===== config.mk =====
export PLATFORM = sky130hd
export DESIGN_NAME = mem_port_arbiter
export DESIGN_NICKNAME = d
export VERILOG_FILES = /design/src/rtl/mem_port_arbiter.sv
export SDC_FILE = /design/constraint.sdc
export NUM_CORES = 1
export LEC_CHECK = 0
export CORE_UTILIZATION = 40
export DETAILED_ROUTE_END_ITERATION = 8
export PLACE_DENSITY = 0.84
export SYNTH_ARGS = -nofsm -noshare
export SYNTH_HDL_FRONTEND = slang
export SYNTH_SLANG_ARGS = --single-unit
export TNS_END_PERCENT = 1

===== constraint.sdc =====
create_clock -name clk -period 2 [get_ports clk]
set_input_delay 0.2 -clock clk [delete_from_list [all_inputs] [get_ports clk]]
set_output_delay 0.2 -clock clk [all_outputs]
set_load 0.005 [all_outputs]

===== src/rtl/mem_port_arbiter.sv =====
// mem_port_arbiter: shares one memory bus between fetch and data ports, data-first with fetch fairness and timeout
module mem_port_arbiter #(
  parameter int FAIR_MAX = 4,
  parameter int TIMEOUT = 16
) (
  input  logic        clk,
  input  logic        reset,
  input  logic        if_req,
  input  logic [31:0] if_addr,
  output logic [31:0] if_rdata,
  output logic        if_ready,
  input  logic        d_load,
  input  logic        d_store,
  input  logic [31:0] d_addr,
  input  logic [31:0] d_wdata,
  output logic [31:0] d_rdata,
  output logic        d_ready,
  output logic        mem_req,
  output logic        mem_we,
  output logic [31:0] mem_addr,
  output logic [31:0] mem_wdata,
  input  logic [31:0] mem_rdata,
  input  logic        mem_ack,
  output logic        bus_err
);
  localparam int FW = $clog2(FAIR_MAX + 1);
  localparam int TW = $clog2(TIMEOUT);
  typedef enum logic [1:0] {IDLE, GRANT, RESP} state_t;
  state_t state, state_nx;
  logic owner, err, d_pend, f_win, timeout, rd_cap;
  logic [FW-1:0] fair_cnt;
  logic [TW-1:0] wait_cnt;
  assign d_pend = d_load | d_store;
  assign f_win = if_req & (~d_pend | (fair_cnt == FW'(FAIR_MAX)));
  assign timeout = wait_cnt == TW'(TIMEOUT - 1);
  assign rd_cap = (state == GRANT) & mem_ack & ~mem_we;
  always_ff @(posedge clk) state <= reset ? IDLE : state_nx;
  always_comb begin
    state_nx = (state == IDLE) ? ((if_req | d_pend) ? GRANT : IDLE)
             : (state == GRANT) ? ((mem_ack | timeout) ? RESP : GRANT) : IDLE;
    mem_req = state == GRANT;
    if_ready = (state == RESP) & ~owner;
    d_ready = (state == RESP) & owner;
    bus_err = (state == RESP) & err;
  end
  always_ff @(posedge clk)
    if (reset) begin
      owner <= 1'b0;
      err <= 1'b0;
      fair_cnt <= '0;
      wait_cnt <= '0;
      mem_addr <= '0;
      mem_we <= 1'b0;
      mem_wdata <= '0;
      if_rdata <= '0;
      d_rdata <= '0;
    end else begin
      if (state == IDLE) begin
        fair_cnt <= (!if_req || f_win) ? '0 : fair_cnt + FW'(1);
        if (if_req | d_pend) begin
          owner <= ~f_win;
          mem_addr <= f_win ? if_addr : d_addr;
          mem_we <= ~f_win & d_store;
          mem_wdata <= (~f_win & d_store) ? d_wdata : '0;
          wait_cnt <= '0;
        end
      end
      if (state == GRANT) begin
        wait_cnt <= wait_cnt + TW'(1);
        err <= ~mem_ack & timeout;
      end
      if (rd_cap & owner) d_rdata <= mem_rdata;
      if (rd_cap & ~owner) if_rdata <= mem_rdata;
    end
endmodule


==> flow_summary.toml, run 1 <==
[cells_and_area]
num_antenna_cells = 0
final_area_um2 = 9620
nNetsFinal = 1065
mostFrequentLayoutCells = "clkdlybuf4s50_1 (263), dfxtp_1 (139), a21oi_1 (122)"
finalCoreUtilization_pct = 63.5
fin_cells = 1129
regArea_um2 = 2800
n_fill_cell = 1255
multi_input_area_um2 = 2970
final_common_cell = "clkdlybuf4s50_1"
syn2layout_area_growth_pct = 55.3
layout-drive-gt1-share_pct = 13.9

[synth]
yosysWarnings = 0
synth.area.top_cells = "dfxtp_1 (45%), a21oi_1 (9.9%), o21ai_0 (9.5%)"
synth_area_um2 = 6190
ys_seq_area_share_pct = 45.3
ys_seq_elements = 140
synth_top_cell_by_area = "dfxtp_1"
postSynth.asyncResetShare_pct = 0
synth_top_area_share_pct = 45.3
syn_area_per_cell_um2 = 8.84
syn-num-nets = 838
ys.flop_type = "dfxtp_1"
synthDistinctLibCells = 43
synth_edf_count = 0
synthCells = 701

[hold_path]
hold_class = "in2reg"

[placed_design]
dp_cells = 1096
numPortBuffers = 266
dpl_worst_slack_ns = -0.167
gp_congestion = 0.763
hpwl_um = 12500
postPlaceCellArea_um2 = 8990

[cts]
clkSinkCount = 140
path_clk_slew_ns = 0.06
clock_latency_ns = 0.41
clock_path_buffers = 2
htreeDepth = 4
root_buffer = "clkbuf_16"
numCtsBuffers = 17
cts_tree = "yes"

[critical_path]
start_kind = "flip-flop"
end_kind = "flip-flop"
critical_path_class = "reg2reg"
cp_max_fo = 17
cp.arrival_ns = 2.11
required_ns = 2.22

[pwr]
power_density_nw_per_um2 = 813
finalPower_mw = 7.82
vdd_drop_max_uv = 666
p_leak_nw = 3.19

[timing]
layout_min_cycle_time_ns = 1.88
setup_ws_ns = 0.116
rsz0062_at_grt = "no"
worst_slew_pin_slew_ns = 1.10
fin_skew_ns = 0.0197
relSlewSlack_pct = 26.7
setup_viol = 0
fin_tns_setup_ns = 0
fmax_mhz = 531
slew_viol_final = 0
hold_violations = 0
timing.final.crit_share_pct = 94.2
fin_hold_ws_ns = 0.180

[grt]
grt_max_degree = 65
antenna_found_initial = 0
overflow = 0
grt_usage_pct = 23.9
grt_pass1_wl_um = 30500
grt_pass1_vias = 6049

[flow_run]
drv_cap = 0

[route]
dr_total_vias = 6396
ant_nets = 0
viasPerCell = 5.67
wl_per_cell_um = 17.1
routed_wl_um = 19300
drtIter0Drc = 355
dr.pass1.iters = 4
drc_errors = 0

[floorplan]
dieArea_um2 = 16000
start_util_pct = 40.9
coreArea_um2 = 15100
die_w_um = 126
ios = 267
fp.dieH_um = 126
placementRows = 45

[run_status]
status = "completed"
## final cells by class
cell class | instances | area share [%]
multi-input combinational | 475 | 30.9
timing repair buffer | 289 | 30.9
sequential | 140 | 29.1
clock buffer | 20 | 4.75
tap | 188 | 2.45
clock inverter | 12 | 1.68
inverter | 5 | 0.195
## flip-flops by register name, indices dropped and copies added (netlist names), 2 cells and up
register   flops
wait_cnt       4
d_rdata       32
mem_wdata     32
state          2
if_rdata      32
fair_cnt       3
mem_addr      32
## cell usage after synthesis (2+ instances only)
cell      instances
buf_4             8
or3_1             2
a31oi_1           2
inv_2             2
o21ai_1          13
nor3_1            2
nand3_2          20
buf_6             8
a311oi_1          4
a21oi_2          12
nand4_1           2
ha_1              3
a21oi_1         122
nor2_1            4
nor3b_1           2
nand2_1           7
nand3_1         112
buf_2            19
nor2_4            2
clkbuf_1         46
inv_1             3
dfxtp_1         140
a311oi_2         29
o21ai_0         118
## where the power goes
group / internal, mW / switching (mW)
clock network: 2.04 / 1.24
logic: 0.772 / 0.705
registers: 2.96 / 0.0953
total: 5.77 / 2.04
## path summary, 6_finish.rpt
path              slack [ns]                start                        end  depth (start not counted)
setup / recovery        0.12  state[1]$_SDFF_PP0_  mem_addr[25]$_SDFFE_PP0P_                          3
hold / removal          0.18                reset  mem_wdata[2]$_SDFFE_PP0P_                          2
setup reg to reg        0.12  state[1]$_SDFF_PP0_  mem_addr[25]$_SDFFE_PP0P_                          3
hold reg to reg         0.45     err$_SDFFE_PP0P_           err$_SDFFE_PP0P_                          2
## cell families after synthesis
| group | count (synthesis) | synth area share, % |
|---|---|---|
| AO/OA/AOI/OAI | 306 | 31.0 |
| XOR/XNOR | 1 | 0.141 |
| adder cells (fa/ha/maj) | 3 | 0.606 |
| buffers and inverters | 87 | 7.11 |
| flip-flops | 140 | 45.3 |
| AND/OR/NAND/NOR | 164 | 15.9 |
## timing repair
action                                  4_1_cts  5_1_grt
resized for setup                             1        2
hold buffers                                  0        0
endpoints found under the setup margin        1       35
gates cloned                                  0        1
buffers inserted                              0        0
pin swaps                                     0        1
## worst max-delay path, cell delays in order (launching register included)
cell      delay (ns)
dfxtp_1         0.30
or2_1           0.33
nor2_2          0.86
a311oi_2        0.21
## metal layers
layer  up-vias  wire length, um  global-route usage [%]
met4         0              376                    8.72
met5         -                0                       0
met1      3066             7740                    29.5
met3        28             1630                    7.38
li1       3038                -                       -
met2       264             9580                    39.2
No activity file was read; power rests on OpenSTA's default activity.
==> run 2, diff against run 1 <==
==> constraint.sdc (replaced) <==
create_clock -name clk -period 2 [get_ports clk]
set_input_delay 0.2 -clock clk [delete_from_list [all_inputs] [get_ports clk]]
set_output_delay 0.2 -clock clk [all_outputs]
set_load 0.1 [all_outputs]
==> flow_summary.toml, run 2 (synthesis gave the netlist of run 1 again) <==
[pwr]
vdd_drop_max_uv = 602
p_int_mw = 6.05
switching_power_mw = 3.12
swShare_pct = 34.0
pwr-share-clk_pct = 38.6
finalPower_mw = 9.17
p_leak_nw = 3.46
p_comb_share_pct = 28.0
power_density_nw_per_um2 = 975
seqPwrFrac_pct = 33.4

[hold_path]
holdPathEnd = "state[0]$_SDFF_PP0_"
min_path_cells = 2
hp-start = "reset"
hold_class = "in2reg"

[floorplan]
start_util_pct = 40.9
die_w_um = 126
dieArea_um2 = 16000
placementRows = 45
fp.dieH_um = 126
coreArea_um2 = 15100
ios = 267

[cells_and_area]
nNetsFinal = 1068
num_antenna_cells = 0
syn2layout_area_growth_pct = 51.8
mostFrequentLayoutCells = "buf_4 (147), dfxtp_1 (139), clkdlybuf4s50_1 (132)"
finalCoreUtilization_pct = 62.1
final_common_cell = "buf_4"
layout-drive-gt1-share_pct = 28.2

[route]
drc_errors = 0
ant_nets = 0
viasPerCell = 5.60
wl_per_cell_um = 16.7
drtIter0Drc = 518
dr_total_vias = 6328
dr.pass1.iters = 4
routed_wl_um = 18900

[grt]
overflow = 0
grt_pass1_wl_um = 30500
grt_max_degree = 65
grt_usage_pct = 23.8
grt_pass1_vias = 6041
antenna_found_initial = 0

[critical_path]
reg2reg_slack_ns = 0.20
critical_path_class = "reg2reg"
critPathMaxStageDelay_ns = 0.62
cp_max_fo = 22
cp.arrival_ns = 2.06
slowest_stage = "nor2_4"
crit_start = "state[1]$_SDFF_PP0_"
end_kind = "flip-flop"
required_ns = 2.27
path_cells = "or2_1, nor2_4, buf_4, a311oi_2"
r2r_start = "state[1]$_SDFF_PP0_"
reg2reg_depth = 4
regToRegEndpoint = "mem_addr[23]$_SDFFE_PP0P_"
start_kind = "flip-flop"

[placed_design]
gp_congestion = 0.775
dpl_worst_slack_ns = 0.0408
numPortBuffers = 266
hpwl_um = 12600

[timing]
setup_ws_ns = 0.201
fin_tns_setup_ns = 0
worst_slew_pin_slew_ns = 0.756
rsz0062_at_grt = "no"
fmax_mhz = 556
hold_violations = 0
timing.final.crit_share_pct = 90.0
layout_min_cycle_time_ns = 1.80
fin_skew_ns = 0.00975
relSlewSlack_pct = 49.5
slew_viol_final = 0
setup_viol = 0

[cts]
post_cts_buffers = 0
clkSinkCount = 140
clock_path_buffers = 2
cts_tree = "yes"
numCtsBuffers = 17
ctsHoldBuffers = 0
ctsResizeCount = 0
path_clk_slew_ns = 0.05
root_buffer = "clkbuf_16"
clock_latency_ns = 0.42
htreeDepth = 4

[flow_run]
drv_cap = 0

[run_status]
status = "completed"
run 2: cell count changes in the layout (fill, tap and decap cells not counted), moves of 3 or more:
| cell | delta |
|---|---|
| clkdlybuf4s50_1 | -131 |
| buf_12 | +3 |
| buf_4 | +134 |
| inv_6 | -3 |
| bufinv_16 | +3 |
run 2: cell type report:
cell class,instances,area [um^2]
clock buffers,19,443
multi-input cells,474,2980
flip-flops and latches,140,2800
clock inverters,11,218
repair buffers,293,2710
well taps,188,235
inverters,5,18.8
fillers,1298,5750
run 2: metal layers:
metal | vias to the layer above | GRT usage (%) | part of all wire (%)
met3 | 32 | 8.18 | 9.0
met4 | 0 | 8.86 | 2.3
met1 | 2977 | 28.7 | 41
met5 | - | 0 | 0
li1 | 3043 | - | -
met2 | 276 | 39.0 | 48
run 2: worst max-delay path by stage:
stage                                 to  slack (ns)  cells after the start
2_1_floorplan                   if_ready       -0.16                      3
3_5_place_dp   mem_addr[25]$_SDFFE_PP0P_        0.04                      5
3_3_place_gp   mem_addr[26]$_SDFFE_PP0P_        0.07                      5
5_1_grt        mem_addr[28]$_SDFFE_PP0P_        0.14                      4
6_report       mem_addr[23]$_SDFFE_PP0P_        0.20                      4
4_1_cts        mem_addr[25]$_SDFFE_PP0P_        0.22                      4
run 2: critical path: cells and delay by family (launching register included):
kind	cells	cell delay [ns]
AO/OA/AOI/OAI	1	0.10
buffers and inverters	1	0.32
flip-flops	1	0.30
AND/OR/NAND/NOR	2	0.92
run 2: power groups by stage:
stage / Sequential, mW / Combinational [mW] / Clock [mW]
finish: 3.06 / 2.57 / 3.54
global route: 3.08 / 2.69 / 3.72
CTS: 3.06 / 2.57 / 3.60
detailed placement: 3.12 / 2.57 / 0
global placement: 3.11 / 2.55 / 0
floorplan: 4.22 / 0.708 / 0
run 2: metrics by stage:
stage	std cells	hold slack, ns	area (um^2)
finish	1130	0.291	9400
global route	1130	0.307	9400
CTS	1130	0.264	9400
detailed placement	1100	0.439	8740
global placement	1100	0.436	8740
floorplan	701	0.335	6210
==> run 3, diff against run 2 <==
--- a/config.mk
+++ b/config.mk
@@ -8,6 +8,7 @@
 export CORE_UTILIZATION = 40
 export DETAILED_ROUTE_END_ITERATION = 8
 export PLACE_DENSITY = 0.84
+export SKIP_LAST_GASP = 1
 export SYNTH_ARGS = -nofsm -noshare
 export SYNTH_HDL_FRONTEND = slang
 export SYNTH_SLANG_ARGS = --single-unit
==> results of run 3 <==
No change in the layout: final DEF, timing and power equal those of run 2.
